[src/rtl/dmi_seq_pkg.sv]
// Shared address map, response codes, FSM states and DMCONTROL/DMSTATUS bit positions.
// No timing of its own; used by the sequencer and its bench.
package dmi_seq_pkg;

  localparam logic [6:0] ADDR_DATA0      = 7'h04;
  localparam logic [6:0] ADDR_DMCONTROL  = 7'h10;
  localparam logic [6:0] ADDR_DMSTATUS   = 7'h11;
  localparam logic [6:0] ADDR_SBADDRESS0 = 7'h39;
  localparam logic [6:0] ADDR_SBDATA0    = 7'h3C;

  localparam int DMC_HALTREQ   = 31;
  localparam int DMC_RESUMEREQ = 30;
  localparam int DMC_NDMRESET  = 1;

  localparam int DMS_ALLRESUMEACK = 17;
  localparam int DMS_ALLRUNNING   = 11;
  localparam int DMS_ALLHALTED    = 9;

  typedef enum logic [1:0] {
    RESP_SUCCESS = 2'd0,
    RESP_FAILED  = 2'd2,
    RESP_BUSY    = 2'd3
  } dmi_resp_e;

  typedef enum logic [2:0] {
    ST_IDLE,
    ST_HALT_WAIT,
    ST_RESUME_WAIT,
    ST_RESET_WAIT,
    ST_MEM_WAIT,
    ST_RESPOND
  } seq_state_e;

  function automatic logic [31:0] dmstatus_word(input logic running, input logic resumeack);
    logic [31:0] w;
    w                   = '0;
    w[DMS_ALLRUNNING]   = running;
    w[DMS_ALLHALTED]    = ~running;
    w[DMS_ALLRESUMEACK] = resumeack;
    return w;
  endfunction

endpackage

[src/rtl/dmi_cpu_sequencer_if.sv]
// DMI link plus CPU debug handshake; master = debugger/CPU environment, slave = sequencer.
// Pure wiring, no latency; flow control is the request/handled and req/ack pairs.
interface dmi_cpu_sequencer_if;

  logic [6:0]  dmi_address;
  logic [31:0] dmi_wdata;
  logic        dmi_new_request;
  logic        dmi_rnw;
  logic        dmi_handled;
  logic [1:0]  dmi_response;
  logic [31:0] dmi_rdata;

  logic        cpu_halt;
  logic        cpu_resume;
  logic        cpu_reset;
  logic        cpu_halt_ack;
  logic        cpu_resume_ack;
  logic        cpu_reset_ack;
  logic        cpu_running;
  logic [31:0] cpu_rw_addr;
  logic [31:0] cpu_wdata;
  logic        cpu_rnw;
  logic        cpu_rw_req;
  logic        cpu_rw_ack;
  logic [31:0] cpu_rdata;

  modport master (
    output dmi_address, dmi_wdata, dmi_new_request, dmi_rnw,
    input  dmi_handled, dmi_response, dmi_rdata,
    input  cpu_halt, cpu_resume, cpu_reset, cpu_rw_addr, cpu_wdata, cpu_rnw, cpu_rw_req,
    output cpu_halt_ack, cpu_resume_ack, cpu_reset_ack, cpu_running, cpu_rw_ack, cpu_rdata
  );

  modport slave (
    input  dmi_address, dmi_wdata, dmi_new_request, dmi_rnw,
    output dmi_handled, dmi_response, dmi_rdata,
    output cpu_halt, cpu_resume, cpu_reset, cpu_rw_addr, cpu_wdata, cpu_rnw, cpu_rw_req,
    input  cpu_halt_ack, cpu_resume_ack, cpu_reset_ack, cpu_running, cpu_rw_ack, cpu_rdata
  );

endinterface

[src/rtl/dmi_ack_timer.sv]
// Ack-wait timer: loadable up-counter that saturates and flags when it reaches TIMEOUT_CYCLES.
// Flag is a compare on the registered count; no backpressure.
module dmi_ack_timer #(
  parameter int TIMEOUT_CYCLES = 1024,
  parameter int TIMER_W        = 11
) (
  input  logic               clk,
  input  logic               rst_n,
  input  logic               i_clr,
  input  logic               i_load,
  input  logic [TIMER_W-1:0] i_load_val,
  input  logic               i_en,
  output logic               o_timeout
);

  logic [TIMER_W-1:0] r_count;

  assign o_timeout = (r_count == TIMER_W'(TIMEOUT_CYCLES));

  always_ff @(posedge clk) begin
    if (!rst_n || i_clr) begin
      r_count <= '0;
    end else if (i_load) begin
      r_count <= i_load_val;
    end else if (i_en && !o_timeout) begin
      r_count <= r_count + TIMER_W'(1);
    end
  end

endmodule

[src/rtl/dmi_cpu_sequencer.sv]
// Debug-module core: decodes DMI accesses, sequences halt/resume/reset and SB memory ops onto the CPU.
// Plain accesses answer 2 cycles after the request; one CPU op in flight, collisions answered BUSY.
module dmi_cpu_sequencer
  import dmi_seq_pkg::*;
#(
  parameter int TIMEOUT_CYCLES = 1024,
  parameter int TIMER_W        = 11
) (
  input logic                 clk,
  input logic                 rst_n,
  dmi_cpu_sequencer_if.slave  bus
);

  seq_state_e  r_state;
  dmi_resp_e   r_resp_code;
  logic [31:0] r_resp_rdata;
  logic [31:0] r_data0;
  logic [31:0] r_sbaddr;
  logic [31:0] r_sbdata;
  logic        r_haltreq_sticky;
  logic        r_ndmreset;
  logic        r_resumeack;
  logic        r_pending_busy;

  logic        r_handled;
  logic [1:0]  r_response;
  logic [31:0] r_rdata;
  logic        r_cpu_halt;
  logic        r_cpu_resume;
  logic        r_cpu_reset;
  logic [31:0] r_cpu_rw_addr;
  logic [31:0] r_cpu_wdata;
  logic        r_cpu_rnw;
  logic        r_cpu_rw_req;

  logic        w_busy_hit;
  logic        w_in_wait;
  logic        w_timeout;

  assign w_busy_hit = bus.dmi_new_request && (r_state != ST_IDLE);
  assign w_in_wait  = (r_state == ST_HALT_WAIT) || (r_state == ST_RESUME_WAIT) ||
                      (r_state == ST_RESET_WAIT) || (r_state == ST_MEM_WAIT);

  // Preloaded to 1 while idle so the count equals cycles spent in the wait state.
  dmi_ack_timer #(
    .TIMEOUT_CYCLES (TIMEOUT_CYCLES),
    .TIMER_W        (TIMER_W)
  ) u_timer (
    .clk        (clk),
    .rst_n      (rst_n),
    .i_clr      (r_state == ST_RESPOND),
    .i_load     (r_state == ST_IDLE),
    .i_load_val (TIMER_W'(1)),
    .i_en       (w_in_wait),
    .o_timeout  (w_timeout)
  );

  always_ff @(posedge clk) begin
    if (!rst_n) begin
      r_state          <= ST_IDLE;
      r_resp_code      <= RESP_SUCCESS;
      r_resp_rdata     <= '0;
      r_data0          <= '0;
      r_sbaddr         <= '0;
      r_sbdata         <= '0;
      r_haltreq_sticky <= 1'b0;
      r_ndmreset       <= 1'b0;
      r_resumeack      <= 1'b0;
      r_pending_busy   <= 1'b0;
      r_handled        <= 1'b0;
      r_response       <= '0;
      r_rdata          <= '0;
      r_cpu_halt       <= 1'b0;
      r_cpu_resume     <= 1'b0;
      r_cpu_reset      <= 1'b0;
      r_cpu_rw_addr    <= '0;
      r_cpu_wdata      <= '0;
      r_cpu_rnw        <= 1'b0;
      r_cpu_rw_req     <= 1'b0;
    end else begin
      r_cpu_rw_req <= 1'b0;
      r_handled    <= 1'b0;
      r_response   <= RESP_SUCCESS;
      r_rdata      <= '0;

      // In-flight response owns the pulse; a colliding BUSY waits one cycle, a third is dropped.
      if (r_state == ST_RESPOND) begin
        r_handled  <= 1'b1;
        r_response <= r_resp_code;
        r_rdata    <= r_resp_rdata;
        if (w_busy_hit) r_pending_busy <= 1'b1;
      end else if (r_pending_busy || w_busy_hit) begin
        r_handled      <= 1'b1;
        r_response     <= RESP_BUSY;
        r_pending_busy <= r_pending_busy && w_busy_hit;
      end

      case (r_state)
        ST_IDLE: begin
          if (bus.dmi_new_request) begin
            r_resp_code  <= RESP_SUCCESS;
            r_resp_rdata <= '0;
            r_state      <= ST_RESPOND;
            case (bus.dmi_address)
              ADDR_DATA0: begin
                if (bus.dmi_rnw) r_resp_rdata <= r_data0;
                else             r_data0      <= bus.dmi_wdata;
              end
              ADDR_DMCONTROL: begin
                if (bus.dmi_rnw) begin
                  r_resp_rdata <= {r_haltreq_sticky, 29'b0, r_ndmreset, 1'b1};
                end else begin
                  r_ndmreset <= bus.dmi_wdata[DMC_NDMRESET];
                  if (bus.dmi_wdata[DMC_NDMRESET]) begin
                    r_cpu_reset <= 1'b1;
                    r_state     <= ST_RESET_WAIT;
                  end else if (bus.dmi_wdata[DMC_HALTREQ]) begin
                    r_cpu_halt       <= 1'b1;
                    r_haltreq_sticky <= 1'b1;
                    r_state          <= ST_HALT_WAIT;
                  end else if (bus.dmi_wdata[DMC_RESUMEREQ]) begin
                    r_cpu_resume     <= 1'b1;
                    r_haltreq_sticky <= 1'b0;
                    r_resumeack      <= 1'b0;
                    r_state          <= ST_RESUME_WAIT;
                  end
                end
              end
              ADDR_DMSTATUS: begin
                if (bus.dmi_rnw) r_resp_rdata <= dmstatus_word(bus.cpu_running, r_resumeack);
              end
              ADDR_SBADDRESS0: begin
                if (bus.dmi_rnw) r_resp_rdata <= r_sbaddr;
                else             r_sbaddr     <= bus.dmi_wdata;
              end
              ADDR_SBDATA0: begin
                r_cpu_rw_addr <= r_sbaddr;
                r_cpu_rnw     <= bus.dmi_rnw;
                r_cpu_wdata   <= bus.dmi_rnw ? r_sbdata : bus.dmi_wdata;
                r_cpu_rw_req  <= 1'b1;
                if (!bus.dmi_rnw) r_sbdata <= bus.dmi_wdata;
                r_state       <= ST_MEM_WAIT;
              end
              default: ;
            endcase
          end
        end
        ST_HALT_WAIT: begin
          if (bus.cpu_halt_ack) begin
            r_cpu_halt <= 1'b0;
            r_state    <= ST_RESPOND;
          end else if (w_timeout) begin
            r_cpu_halt  <= 1'b0;
            r_resp_code <= RESP_FAILED;
            r_state     <= ST_RESPOND;
          end
        end
        ST_RESUME_WAIT: begin
          if (bus.cpu_resume_ack) begin
            r_cpu_resume <= 1'b0;
            r_resumeack  <= 1'b1;
            r_state      <= ST_RESPOND;
          end else if (w_timeout) begin
            r_cpu_resume <= 1'b0;
            r_resp_code  <= RESP_FAILED;
            r_state      <= ST_RESPOND;
          end
        end
        ST_RESET_WAIT: begin
          if (bus.cpu_reset_ack) begin
            r_cpu_reset <= 1'b0;
            r_state     <= ST_RESPOND;
          end else if (w_timeout) begin
            r_cpu_reset <= 1'b0;
            r_resp_code <= RESP_FAILED;
            r_state     <= ST_RESPOND;
          end
        end
        ST_MEM_WAIT: begin
          if (bus.cpu_rw_ack) begin
            if (r_cpu_rnw) begin
              r_sbdata     <= bus.cpu_rdata;
              r_resp_rdata <= bus.cpu_rdata;
              r_sbaddr     <= r_sbaddr + 32'd4;
            end
            r_state <= ST_RESPOND;
          end else if (w_timeout) begin
            r_resp_code <= RESP_FAILED;
            r_state     <= ST_RESPOND;
          end
        end
        ST_RESPOND: r_state <= ST_IDLE;
        default:    r_state <= ST_IDLE;
      endcase
    end
  end

  assign bus.dmi_handled  = r_handled;
  assign bus.dmi_response = r_response;
  assign bus.dmi_rdata    = r_rdata;
  assign bus.cpu_halt     = r_cpu_halt;
  assign bus.cpu_resume   = r_cpu_resume;
  assign bus.cpu_reset    = r_cpu_reset;
  assign bus.cpu_rw_addr  = r_cpu_rw_addr;
  assign bus.cpu_wdata    = r_cpu_wdata;
  assign bus.cpu_rnw      = r_cpu_rnw;
  assign bus.cpu_rw_req   = r_cpu_rw_req;

endmodule

[src/flat_wrapper.sv]
// flat-port wrapper written by rule: the top's interface ports become plain ports
module dmi_cpu_sequencer_flat import dmi_seq_pkg::*;
#(
  parameter int TIMEOUT_CYCLES = 1024,
  parameter int TIMER_W        = 11
)
  (clk, rst_n, bus_dmi_address, bus_dmi_wdata, bus_dmi_new_request, bus_dmi_rnw, bus_dmi_handled, bus_dmi_response, bus_dmi_rdata, bus_cpu_halt, bus_cpu_resume, bus_cpu_reset, bus_cpu_rw_addr, bus_cpu_wdata, bus_cpu_rnw, bus_cpu_rw_req, bus_cpu_halt_ack, bus_cpu_resume_ack, bus_cpu_reset_ack, bus_cpu_running, bus_cpu_rw_ack, bus_cpu_rdata);
  dmi_cpu_sequencer_if bus_i ();
  input logic clk;
  input logic rst_n;
  input wire logic [$bits(bus_i.dmi_address)-1:0] bus_dmi_address;
  input wire logic [$bits(bus_i.dmi_wdata)-1:0] bus_dmi_wdata;
  input wire logic [$bits(bus_i.dmi_new_request)-1:0] bus_dmi_new_request;
  input wire logic [$bits(bus_i.dmi_rnw)-1:0] bus_dmi_rnw;
  output wire logic [$bits(bus_i.dmi_handled)-1:0] bus_dmi_handled;
  output wire logic [$bits(bus_i.dmi_response)-1:0] bus_dmi_response;
  output wire logic [$bits(bus_i.dmi_rdata)-1:0] bus_dmi_rdata;
  output wire logic [$bits(bus_i.cpu_halt)-1:0] bus_cpu_halt;
  output wire logic [$bits(bus_i.cpu_resume)-1:0] bus_cpu_resume;
  output wire logic [$bits(bus_i.cpu_reset)-1:0] bus_cpu_reset;
  output wire logic [$bits(bus_i.cpu_rw_addr)-1:0] bus_cpu_rw_addr;
  output wire logic [$bits(bus_i.cpu_wdata)-1:0] bus_cpu_wdata;
  output wire logic [$bits(bus_i.cpu_rnw)-1:0] bus_cpu_rnw;
  output wire logic [$bits(bus_i.cpu_rw_req)-1:0] bus_cpu_rw_req;
  input wire logic [$bits(bus_i.cpu_halt_ack)-1:0] bus_cpu_halt_ack;
  input wire logic [$bits(bus_i.cpu_resume_ack)-1:0] bus_cpu_resume_ack;
  input wire logic [$bits(bus_i.cpu_reset_ack)-1:0] bus_cpu_reset_ack;
  input wire logic [$bits(bus_i.cpu_running)-1:0] bus_cpu_running;
  input wire logic [$bits(bus_i.cpu_rw_ack)-1:0] bus_cpu_rw_ack;
  input wire logic [$bits(bus_i.cpu_rdata)-1:0] bus_cpu_rdata;
  assign bus_i.dmi_address = bus_dmi_address;
  assign bus_i.dmi_wdata = bus_dmi_wdata;
  assign bus_i.dmi_new_request = bus_dmi_new_request;
  assign bus_i.dmi_rnw = bus_dmi_rnw;
  assign bus_dmi_handled = bus_i.dmi_handled;
  assign bus_dmi_response = bus_i.dmi_response;
  assign bus_dmi_rdata = bus_i.dmi_rdata;
  assign bus_cpu_halt = bus_i.cpu_halt;
  assign bus_cpu_resume = bus_i.cpu_resume;
  assign bus_cpu_reset = bus_i.cpu_reset;
  assign bus_cpu_rw_addr = bus_i.cpu_rw_addr;
  assign bus_cpu_wdata = bus_i.cpu_wdata;
  assign bus_cpu_rnw = bus_i.cpu_rnw;
  assign bus_cpu_rw_req = bus_i.cpu_rw_req;
  assign bus_i.cpu_halt_ack = bus_cpu_halt_ack;
  assign bus_i.cpu_resume_ack = bus_cpu_resume_ack;
  assign bus_i.cpu_reset_ack = bus_cpu_reset_ack;
  assign bus_i.cpu_running = bus_cpu_running;
  assign bus_i.cpu_rw_ack = bus_cpu_rw_ack;
  assign bus_i.cpu_rdata = bus_cpu_rdata;
  dmi_cpu_sequencer #(.TIMEOUT_CYCLES(TIMEOUT_CYCLES), .TIMER_W(TIMER_W)) u_core (.clk(clk), .rst_n(rst_n), .bus(bus_i));
endmodule
[config.mk]
export PLATFORM = sky130hd
export DESIGN_NAME = dmi_cpu_sequencer_flat
export DESIGN_NICKNAME = d
export VERILOG_FILES = /design/src/rtl/dmi_seq_pkg.sv /design/src/rtl/dmi_cpu_sequencer_if.sv /design/src/rtl/dmi_ack_timer.sv /design/src/rtl/dmi_cpu_sequencer.sv /design/src/flat_wrapper.sv
export SDC_FILE = /design/constraint.sdc
export NUM_CORES = 1
export LEC_CHECK = 0
export CORE_UTILIZATION = 49
export DETAILED_ROUTE_END_ITERATION = 8
export DONT_BUFFER_PORTS = 1
export PLACE_DENSITY = 0.72
export SKIP_LAST_GASP = 1
export SYNTH_ARGS = -nofsm -noshare
export SYNTH_HDL_FRONTEND = slang
export SYNTH_SLANG_ARGS = --single-unit
[constraint.sdc]
create_clock -name clk -period 2.8 [get_ports clk]
set_input_delay 0.42 -clock clk [delete_from_list [all_inputs] [get_ports clk]]
set_output_delay 0.42 -clock clk [all_outputs]
set_load 0.01 [all_outputs]
* Yosys cells after proc, flatten, opt, wreduce, memory -nomap -nowiden
Cells that the tools add are included.
** Cells by class
- Equal/unequal tests :: 32
- Add/sub/neg operators :: 2
- Reductions and logical operators :: 36
- Bitwise logic cells :: 3
- Multiplexer cells :: 79
** Operators by type and width (number)
- $mux W32 :: 14
- $pmux W32 S2 :: 3
- $pmux W32 S4 :: 1
- $mux W1 :: 35
- $add A32 B3 Y32 const B :: 1
- $mux W3 :: 10
- $ne A2 B2 Y1 const B :: 13
- $reduce_and A6 Y1 :: 4
- $mux W18 :: 1
- $mux W2 :: 8
- $reduce_and A8 Y1 :: 2
- $pmux W3 S5 :: 1
- $eq A7 B5 Y1 const B :: 2
- $eq A7 B6 Y1 const B :: 2
- $reduce_bool A2 Y1 :: 7
- $reduce_and A4 Y1 :: 3
- $add A11 B1 Y11 const B :: 1
- $eq A11 B11 Y1 const B :: 1
- $ne A2 B1 Y1 const B :: 5
- $pmux W2 S5 :: 1
- $ne A3 B3 Y1 const B :: 3
- $pmux W1 S2 :: 4
- $eq A7 B3 Y1 const B :: 1
- $reduce_and A7 Y1 :: 1
- other kinds (15) :: 28
** Storage, ports and cells
- Flip-flop bits (word level) :: 252
- Output and inout port bits :: 104
- Logic and storage cells :: 174
- Input port bits :: 80

* Depth between registers and ports, before layout
Gate-level depths: netlist of run 1.
- Word-level depth :: 7
- Gate-level depth with buffers :: 9
- Depth with buffers taken out :: 7

* Hierarchy
From an unflattened synthesis of run 1, not the netlist that was laid out.
** Second synthesis, totals
- Cells, all modules :: 1335
- Area, all modules :: 11128.2 µm²
** Modules (own cells, without submodules)
- dmi_cpu_sequencer :: area each 10430.0 µm², cells each 1249, seq. area each 4804.6 µm², times used 1
- dmi_ack_timer :: area each 698.2 µm², cells each 86, seq. area each 220.2 µm², times used 1

* Least setup slack after synthesis of run 1
No wires, ideal clock.
- Path kind :: flip-flop to flip-flop
- Start :: register u_core.r_sbaddr[2]
- End :: register u_core.r_sbaddr[20]
- Period minus slack after synthesis :: 2.009 ns
- Stages on the path, launching flop included :: 7
- Slack :: 0.791 ns
- Required time :: 2.678 ns
- Setup time :: 0.122 ns
- Data arrival time :: 1.888 ns
- Path buffers :: 0
- Cell sequence :: dfxtp_1 > ha_1 > nand2_1 > or4_4 > or3_4 > o221ai_1 > a2bb2oi_1
** On the way
- Cells in the longest elaborated chain, start to end :: 4
** RTL lines
- from (decl) :: RTL line dmi_cpu_sequencer.sv:18 : logic [31:0] r_sbaddr;
- from (signal assigned) :: RTL line dmi_cpu_sequencer.sv:134 : else r_sbaddr <= bus.dmi_wdata;
- from (signal assigned) :: RTL line dmi_cpu_sequencer.sv:184 : r_sbaddr <= r_sbaddr + 32'd4;
- $add A32 B3 Y32 :: RTL line dmi_cpu_sequencer.sv:184
- $mux W32 :: RTL line dmi_cpu_sequencer.sv:181 : if (r_cpu_rnw) begin
- $mux W32 :: RTL line dmi_cpu_sequencer.sv:180 : if (bus.cpu_rw_ack) begin
- $pmux W32 S2 :: RTL line dmi_cpu_sequencer.sv:98 : case (r_state)
No other way between the ends. The select of a mux whose other input is x is not followed.
A chain may end at the register's enable or synchronous reset.

* Worst setup path after layout of run 1
- Start :: register u_core.r_state[2]
- End :: register u_core.r_resp_rdata[25]
** On the way
- Cells in the longest elaborated chain, start to end :: 3
- Elaborated cells between the ends (all ways) :: 8
- Classes of those cells :: eq/ne (4); mux (1); reduce/logical (3)
** RTL lines
- from (decl) :: RTL line dmi_cpu_sequencer.sv:14 : seq_state_e r_state;
- from (signal assigned) :: RTL line dmi_cpu_sequencer.sv:60 : r_state <= ST_IDLE;
- from (signal assigned) :: RTL line dmi_cpu_sequencer.sv:103 : r_state <= ST_RESPOND;
- from (signal assigned) :: RTL line dmi_cpu_sequencer.sv:116 : r_state <= ST_RESET_WAIT;
- $eq A3 B3 Y1 / $logic_not A3 Y1 (equally long branches) :: RTL line dmi_cpu_sequencer.sv:98
- $ne A2 B1 Y1 (no line) (tied with other cells)
- $reduce_and A4 Y1 (no line)
- to (signal assigned) :: RTL line dmi_cpu_sequencer.sv:106 : if (bus.dmi_rnw) r_resp_rdata <= r_data0;
- to (signal assigned) :: RTL line dmi_cpu_sequencer.sv:111 : r_resp_rdata <= {r_haltreq_sticky, 29'b0, r_ndmreset, 1'b1};
- to (signal assigned) :: RTL line dmi_cpu_sequencer.sv:130 : if (bus.dmi_rnw) r_resp_rdata <= dmstatus_word(bus.cpu_running, r_resumeack);
- to (decl) :: RTL line dmi_cpu_sequencer.sv:16 : logic [31:0] r_resp_rdata;
Several ways; a longest one is shown, not always the timed one.

==> results.yml, run 1 <==
logic_synthesis:
  synthesis.area_mm2: 0.0110
  yosys-top-cells-area: "dfxtp_1, nand2_1, a21oi_1"
  yosys.cell_types.count: 69
  synth_async_sr_flop_share_pct: 0
  average_cell_area_after_synthesis_um2: 8.28
  yosysTopAreaCell: "dfxtp_1"
  synth_enable_flop_cells: 0
  syn-instance-count: 1324
  seq_total_area_yosys_pct: 45.8
  synthFlopType: "dfxtp_1"
  synth.top_cell.area_share_pct: 45.8
  ys_seq_elements: 251
  ys_warn_count: 0
  synth.net_count: 1407
placed_design:
  place_congestion: 0.892
  port_buffers: 0
  hpwl_mm: 22.1
  placed_cells_incl_taps: 1516
finish:
  finalCoreUtilization_pct: 54.6
  num_antenna_cells: 0
  post_route_cells_drive_above_1_share_pct: 9.91
  syn_to_final_growth_pct: 9.01
  final_cells: 1561
  num-nets-final: 1347
pwr:
  power.share.switching_pct: 30.9
  power.internal_uw: 6750
  comb_power_share_pct: 19.0
  pnr_total_power_uw: 9770
  clock_power_share_pct: 36.5
  ir_worst_vdd_v: 0.000548
  seq_power_share_pct: 44.5
  power.static_leakage_uw: 0.00421
  p_sw_uw: 3020
  power_per_cell_area_mw_per_mm2: 817
timing:
  final-setup-viol-count: 0
  rsz_0062_raised_after_global_routing: "false"
  finalHoldViolCount: 0
  final-max-slew-violation-count: 0
  tns_ns: 0
  final.period_utilization_pct: 84.8
  period_needed_ns: 2.37
  worstMarginPinSlew_ns: 0.770
  fin_skew_ns: 0.00826
  timing.fmax_mhz: 421
  slew_headroom_pct: 48.6
routing:
  vias_per_cell: 6.28
  wl_mm: 32.8
  routedWlPerCell_um: 21.0
  detail_route.first_pass.iterations: 5
  drcViolationCount: 0
  antenna_left: 0
  route.vias.total: 9805
  detail_route.iter0.violations: 964
setup_path:
  critical_path_peak_fanout: 31
  rrSetupSlack_ns: 0.43
  critical-path-max-stage-delay_ns: 0.70
  start_kind: "register"
  cp_data_required_time_ns: 3.22
  worst-setup-path-type: "reg -> reg"
  timing.critical_path.slowest_stage_cell: "dfxtp_1"
  worstPathArrival_ns: 2.80
  critical_path.endpoint_type: "register"
  path_cells: "or3b_4 > and3_1 > buf_4 > a221oi_1 > a21oi_1"
floorplan:
  io_pins: 184
  floorplan.initialDensity_pct: 50.1
  placeableCoreArea_mm2: 0.0219
  die_w_um: 152
  chipHeight_um: 152
  dieArea_mm2: 0.0230
  core.rowCount: 54
clock_network:
  postCtsHoldBufs: 0
  cts-root-to-sink-buffers: 3
  clock-root-buffer: "clkbuf_16"
  clock_tree_from_tritoncts: "built"
  htree_num_levels: 1
  gates_resized_cts_repair: 0
  clkSinkCount: 251
  worst_setup_hold_path_clk_slew_ns: 0.07
  clock_latency_ns: 0.54
  cts_made_buffers: 26
  postCtsSetupBuffers: 0
run:
  drv.max_cap_violation_count: 0
global_route:
  first_pass_grt_wire_length_mm: 50.0
  gr-usage-all-layers_pct: 27.7
  via_count_of_the_first_global_routing_pass: 8680
  grt_antenna_before_repair: 0
  grt_start_max_net_pins: 108
  grt.overflow.total: 0
worst_hold_path:
  timing.hold.worst.class: "in -> reg"
run_status:
  status: "finished, final reports clean"
==> metal layers <==
layer | track usage (%) | wire (µm) | up-vias
met3 | 7.28 | 4000 | 77
met2 | 39.7 | 14000 | 531
met5 | 0 | 0 | -
li1 | - | - | 4616
met4 | 10.8 | 1090 | 0
met1 | 39.4 | 13700 | 4581
==> path summary, 6_finish.rpt <==
check                      from                       to  cells past startpoint
max           u_core.r_state[2]  u_core.r_resp_rdata[25]                      5
min           bus_dmi_wdata[21]       u_core.r_data0[21]                      2
max reg2reg   u_core.r_state[2]  u_core.r_resp_rdata[25]                      5
min reg2reg  u_core.r_data0[29]  u_core.r_resp_rdata[29]                      2
==> synthesized netlist by cell type (11+ instances only) <==
master and number:
a211oi_1 31, o22ai_1 14, nor2_1 149, a21oi_1 139, mux2i_1 31, nand3_1 19
o21ai_0 41, nand4_1 16, o221a_2 39, inv_1 11, a221oi_1 28, nand2_1 214
clkbuf_1 73, and3_1 17, dfxtp_1 251, and2_1 35, buf_2 29, o211ai_1 11
nor3_1 43
==> layout by cell type (no fill, tap or decap), types with 6 or more instances in the layout <==
cell	count
a31oi_1	7
a21oi_1	139
clkbuf_16	27
nand2_1	214
a221oi_1	28
a222oi_1	6
o22ai_1	14
nor3_1	43
o31ai_1	6
inv_1	10
o211ai_1	11
nand4_1	16
o21a_1	6
o221a_2	39
dfxtp_1	251
and3_1	17
buf_4	29
nand3_1	19
nor2b_1	7
a211oi_1	31
nor2_1	148
and2_1	35
o21ai_0	41
mux2i_1	31
or3_1	7
==> registers in the layout (all words and copies together) (netlist names), 2 cells and up <==
register                 flops
u_core.bus.cpu_rw_addr      32
u_core.bus.cpu_wdata        32
u_core.bus.dmi_rdata        32
u_core.bus.dmi_response      2
u_core.r_data0              32
u_core.r_resp_rdata         32
u_core.r_sbaddr             32
u_core.r_sbdata             32
u_core.r_state               3
u_core.u_timer.r_count      11
==> cell families after synthesis <==
kind of cell | count (synthesis) | share of synthesized area [%]
mux | 31 | 2.83
compound gates | 367 | 23.0
fa+ha+maj | 4 | 0.434
flops | 251 | 45.8
buf+inv | 130 | 5.10
xor+xnor | 6 | 0.479
simple gates | 535 | 22.4
==> stage by stage <==
step / setup WS, ns / hold slack [ns] / cell area (µm²)
final: 0.426 / 0.00956 / 12000
after global routing: 0.302 / 0.0124 / 12000
after CTS: 0.461 / 0.00427 / 12000
after detailed placement: 0.468 / 0.439 / 11100
after global placement: 0.514 / 0.435 / 11100
after floorplan: 0.791 / 0.424 / 11000
==> worst max-delay path, delay by kind of cell (launching register included) <==
| family | cells | cell delay, ns |
|---|---|---|
| AO/OA/AOI/OAI | 2 | 0.42 |
| buffers and inverters | 1 | 0.23 |
| flip-flops | 1 | 0.70 |
| AND/OR/NAND/NOR | 2 | 0.88 |
==> power by group through the flow <==
stage	clock network [µW]	logic [µW]	registers [µW]
2_1_floorplan	0	1500	4180
3_3_place_gp	0	1770	4390
3_5_place_dp	0	1810	4400
4_1_cts	3600	1830	4330
5_1_grt	3740	2030	4380
6_report	3570	1850	4350
==> layout make-up <==
cell class	count	area [µm²]
fill	2047	9940
clock inverter	9	125
sequential	251	5020
multi-input combinational	943	5410
tap	280	350
inverter	11	42.5
timing repair buffer	31	258
clock buffer	36	749
(Power assumes the default switching activity.)
==> run 2, diff against run 1 <==
Settings changed: PLACE_DENSITY 0.72 to 0.74.
Clock period 2.8 ns to 1.9 ns, I/O delays scaled along.
==> run 2 against run 1 <==
Compared with the run above: the flow now finishes with violations (hold timing, setup timing); largest cell class unchanged; combinational power is 110% higher; critical path depth grew 2; largest power group unchanged; non-clock buffer count rose by 133; flip-flop and latch count did not move; hold slack lost 0.011 ns; die area is the same; clock skew is 0.0061 ns higher; cell count grew 8.6%; sequential share of layout area down 4.6 points; count of clock-buffer cells in the layout grew 2; global-route usage rose by 3.2 points; setup slack worse by 0.43 ns.
==> results.yml, run 2 (synthesis results as in run 1) <==
run_status:
  status: "finished with violations"
  failed_checks: "hold timing, setup timing"
clock_network:
  clkSinkCount: 251
  clock_latency_ns: 0.54
  cts_made_buffers: 26
  worst_setup_hold_path_clk_slew_ns: 0.06
  clock_tree_from_tritoncts: "built"
  cts-root-to-sink-buffers: 3
  clock-root-buffer: "clkbuf_16"
  htree_num_levels: 1
routing:
  wl_mm: 36.3
  detail_route.first_pass.iterations: 6
  vias_per_cell: 6.24
  routedWlPerCell_um: 21.4
  detail_route.iter0.violations: 1328
  drcViolationCount: 0
  antenna_left: 0
  route.vias.total: 10582
floorplan:
  core.rowCount: 54
  placeableCoreArea_mm2: 0.0219
  chipHeight_um: 152
  dieArea_mm2: 0.0230
  io_pins: 184
  die_w_um: 152
  floorplan.initialDensity_pct: 50.1
placed_design:
  placed_cells_incl_taps: 1577
  place_congestion: 0.888
  hpwl_mm: 22.7
  port_buffers: 0
finish:
  layout_commonest_cell: "dfxtp_1"
  syn_to_final_growth_pct: 22.5
  final_cells: 1696
  num_antenna_cells: 0
  post_route_cells_drive_above_1_share_pct: 15.3
  final_cell_mix: "dfxtp_1, nand2_1, nor2_1, a21oi_1, buf_4"
  num-nets-final: 1480
global_route:
  first_pass_grt_wire_length_mm: 55.1
  gr-max-usage-layer: "met2"
  gr-usage-all-layers_pct: 30.9
  grt.overflow.total: 0
  via_count_of_the_first_global_routing_pass: 9851
  global_route.usage.met3_pct: 9.52
  global_route.usage.met2_pct: 45.9
  grt_start_max_net_pins: 92
  grt_antenna_before_repair: 0
  global_route.usage.met1_pct: 41.3
setup_path:
  cp_data_required_time_ns: 2.35
  critical-path-max-stage-delay_ns: 0.35
  rrSetupSlack_ns: -0.0005
  crit-reg2reg-launch: "u_core.r_sbaddr[10]"
  crit-reg2reg-capture: "u_core.r_sbaddr[31]"
  critical_path_peak_fanout: 5
  worstPathArrival_ns: 2.35
  critical_path.startpoint: "u_core.r_sbaddr[10]"
  setup.worst_path.end: "u_core.r_sbaddr[31]"
  start_kind: "register"
  worst-setup-path-type: "reg -> reg"
  critical_path.endpoint_type: "register"
  timing.critical_path.slowest_stage_cell: "dfxtp_1"
  path_cells: "buf_4 > nand4_1 > nor4_4 > buf_4 > nand4_1 > o31a_1 > o22ai_1"
  reg2regPathDepth: 7
timing:
  hold_slack_ns: -0.00151
  worstMarginPinSlew_ns: 0.562
  finalHoldViolCount: 1
  final_worst_slack_ns: -0.000459
  rsz_0062_raised_after_global_routing: "true"
  final-setup-viol-count: 1
  final.period_utilization_pct: 100
  final-max-slew-violation-count: 0
  fin_skew_ns: 0.0143
  slew_headroom_pct: 62.5
  period_needed_ns: 1.90
  timing.fmax_mhz: 526
run:
  drv.max_cap_violation_count: 0
worst_hold_path:
  timing.hold.worst.class: "in -> reg"
pwr:
  pnr_total_power_uw: 15500
  ir_worst_vdd_v: 0.000553
  power_per_cell_area_mw_per_mm2: 1150
  power.static_leakage_uw: 0.00496
-- run 2: repair_timing --
action,CTS,global route
cloned,1,2
buffers inserted,0,6
setup endpoints to repair,7,58
gates resized for setup,3,16
pin swaps,0,4
endpoints found under the hold margin,139,0
hold buffers,63,0
-- run 2: cell type report --
| cell class | instances | area (µm²) |
|---|---|---|
| Fill cell | 1839 | 8460 |
| Multi-Input combinational cell | 943 | 5460 |
| Sequential cell | 251 | 5030 |
| Timing Repair Buffer | 164 | 1630 |
| Clock buffer | 38 | 777 |
| Tap cell | 280 | 350 |
| Clock inverter | 9 | 145 |
| Inverter | 11 | 42.5 |
-- run 2: worst max-delay path: cells and delay by family (launching register included) --
kind,cells,cell delay (ns)
AOI/OAI and AO/OA,2,0.45
buffers and inverters,2,0.38
and+or+nand+nor,3,0.63
DFF,1,0.35
-- run 2: power breakdown --
| part | switching (µW) | internal, µW | total (µW) |
|---|---|---|---|
| logic | 2190 | 1610 | 3800 |
| registers | 393 | 5780 | 6180 |
| clock network | 2120 | 3360 | 5480 |
| total | 4700 | 10800 | 15500 |
-- run 2: stage by stage --
step                      hold slack, ns  setup WS [ns]  setup TNS (ns)  util [%]  instance area (µm²)
after floorplan                    0.421         0.0247               0         -                11000
after global placement             0.423        -0.0233         -0.0252      53.3                11700
after detailed placement           0.429        -0.0638          -0.349      53.3                11700
after CTS                      0.0000295        0.00181               0      60.7                13300
after global routing             0.00732        -0.0874          -0.247      61.4                13400
final                           -0.00151      -0.000459       -0.000459      61.4                13400
-- run 2: worst min-delay path by stage --
stage | slack (ns) | depth (start not counted) | start | endpoint
detailed placement | 0.43 | 2 | bus_dmi_wdata[24] | u_core.r_data0[24]
global placement | 0.42 | 2 | bus_dmi_wdata[24] | u_core.r_data0[24]
finish | -0.002 | 2 | bus_dmi_wdata[4] | u_core.bus.cpu_wdata[4]
CTS | 0.00003 | 2 | bus_dmi_wdata[4] | u_core.bus.cpu_wdata[4]
floorplan | 0.42 | 2 | bus_dmi_wdata[0] | u_core.r_data0[0]
global route | 0.007 | 2 | rst_n | u_core.r_state[1]
-- run 2: metal layers --
metal	share of wire [%]	wire length, µm	up-vias
met2	43	15500	654
met3	13	4700	126
met4	4.3	1570	0
met1	40	14600	4910
li1	-	-	4892
met5	0	0	-
==> run 3, diff against run 2 <==
Settings changed: PLACE_DENSITY 0.74 to 0.72.
Clock period 1.9 ns to 2.5 ns, I/O delays scaled along.
==> run 3 against run 2 <==
Compared with the run above: the flow now finishes without violations; first-iteration DRC count fell by 20%; critical endpoint is now u_core.r_sbaddr[20]; highest routed layer unchanged; sequential share of layout area rose by 2.6 points; non-clock buffer count fell by 94; global-route usage fell by 0.96 points.
==> results.yml, run 3 (synthesis results as in run 1) <==
global_route:
  via_count_of_the_first_global_routing_pass: 9416
  first_pass_grt_wire_length_mm: 53.7
  grt.overflow.total: 0
  grt_antenna_before_repair: 0
  gr-usage-all-layers_pct: 30.0
  grt_start_max_net_pins: 80
clock_network:
  clock_latency_ns: 0.54
  cts_made_buffers: 26
  clock_tree_from_tritoncts: "built"
  cts-root-to-sink-buffers: 3
  worst_setup_hold_path_clk_slew_ns: 0.06
  clock-root-buffer: "clkbuf_16"
  postCtsSetupBuffers: 0
  gates_resized_cts_repair: 0
  htree_num_levels: 1
  clkSinkCount: 251
pwr:
  power.internal_uw: 7940
  ir_worst_vdd_v: 0.000446
  pnr_total_power_uw: 11400
  power_per_cell_area_mw_per_mm2: 912
  clock_power_share_pct: 37.7
  power.share.switching_pct: 30.6
  power.static_leakage_uw: 0.00445
  p_sw_uw: 3500
  seq_power_share_pct: 42.1
  comb_power_share_pct: 20.2
timing:
  finalHoldViolCount: 0
  worstMarginPinSlew_ns: 1.03
  slew_headroom_pct: 31.3
  final.period_utilization_pct: 88.9
  final-max-slew-violation-count: 0
  period_needed_ns: 2.22
  rsz_0062_raised_after_global_routing: "false"
  final-setup-viol-count: 0
  fin_skew_ns: 0.0143
  tns_ns: 0
  timing.fmax_mhz: 450
routing:
  detail_route.first_pass.iterations: 6
  route.vias.total: 10135
  detail_route.iter0.violations: 1066
  wl_mm: 34.9
  antenna_left: 0
  vias_per_cell: 6.32
  drcViolationCount: 0
  routedWlPerCell_um: 21.8
floorplan:
  chipHeight_um: 152
  placeableCoreArea_mm2: 0.0219
  io_pins: 184
  floorplan.initialDensity_pct: 50.1
  core.rowCount: 54
  die_w_um: 152
  dieArea_mm2: 0.0230
setup_path:
  reg2regPathDepth: 6
  rrSetupSlack_ns: 0.28
  critical_path.endpoint_type: "register"
  cp_data_required_time_ns: 2.92
  worstPathArrival_ns: 2.64
  worst-setup-path-type: "reg -> reg"
  critical_path_peak_fanout: 7
  start_kind: "register"
run:
  drv.max_cap_violation_count: 0
finish:
  seqCellArea_mm2: 0.00502
  syn_to_final_growth_pct: 14.3
  final_cell_mix: "dfxtp_1, nand2_1, nor2_1, a21oi_1, nor3_1"
  final.fill_count: 1936
  post_route_cells_drive_above_1_share_pct: 10.3
  num-nets-final: 1386
  footprint_of_the_multi_input_gates_mm2: 0.00541
  layout_commonest_cell: "dfxtp_1"
  num_antenna_cells: 0
worst_hold_path:
  worst_hold_path.num_cells: 2
  timing.hold.worst.class: "in -> reg"
placed_design:
  port_buffers: 0
  place_congestion: 0.859
  hpwl_mm: 21.6
run_status:
  status: "finished, final reports clean"
-- run 3: path summary, 6_finish.rpt --
check | start | endpoint
hold reg to reg | u_core.r_data0[10] | u_core.r_resp_rdata[10]
setup reg to reg | u_core.r_sbaddr[2] | u_core.r_sbaddr[20]
setup / recovery | u_core.r_sbaddr[2] | u_core.r_sbaddr[20]
hold / removal | rst_n | u_core.r_haltreq_sticky
-- run 3: area by class of cell --
cell class | count | area share [%]
Clock inverter | 17 | 2.05
Inverter | 11 | 0.339
Tap cell | 280 | 2.79
Multi-Input combinational cell | 943 | 43.1
Sequential cell | 251 | 40.1
Clock buffer | 31 | 5.66
Timing Repair Buffer | 70 | 5.99
-- run 3: routing by layer --
metal | vias to the layer above | GRT usage, % | part of all wire, % | routed length [µm]
met4 | 0 | 12.0 | 3.9 | 1380
met5 | - | 0 | 0 | 0
met2 | 585 | 43.7 | 42 | 14800
li1 | 4700 | - | - | -
met1 | 4755 | 41.3 | 42 | 14500
met3 | 95 | 8.74 | 12 | 4250
-- run 3: power by group through the flow --
| stage | clock network, µW | registers (µW) | logic (µW) |
|---|---|---|---|
| 6_report | 4310 | 4810 | 2310 |
| 4_1_cts | 4370 | 4790 | 2270 |
| 5_1_grt | 4530 | 4850 | 2540 |
| 2_1_floorplan | 0 | 4690 | 1680 |
| 3_3_place_gp | 0 | 4870 | 2120 |
| 3_5_place_dp | 0 | 4880 | 2160 |
-- run 3: repair_timing --
| action | CTS | global route |
|---|---|---|
| hold buffers | 38 | 0 |
| hold endpoints to repair | 93 | 0 |
| setup endpoints to repair | 0 | 0 |
-- run 3: stage by stage --
step                      util (%)  hold slack (ns)  setup WS (ns)  cells  area, µm²
after detailed placement      51.1            0.439          0.316   1517      11200
after CTS                     57.3          0.00109          0.309   1603      12500
after floorplan                  -            0.424          0.491   1324      11000
after global routing          57.3          0.00400          0.159   1603      12500
after global placement        51.1            0.434          0.356   1517      11200
final                         57.3           0.0140          0.278   1603      12500
-- run 3: worst max-delay path: stages (launching register included) --
cell and delay (ns):
dfxtp_1 0.44, ha_1 0.25, nand2_1 0.14, or4_4 0.61
or3_4 0.38, o221ai_1 0.19, a2bb2oi_1 0.09
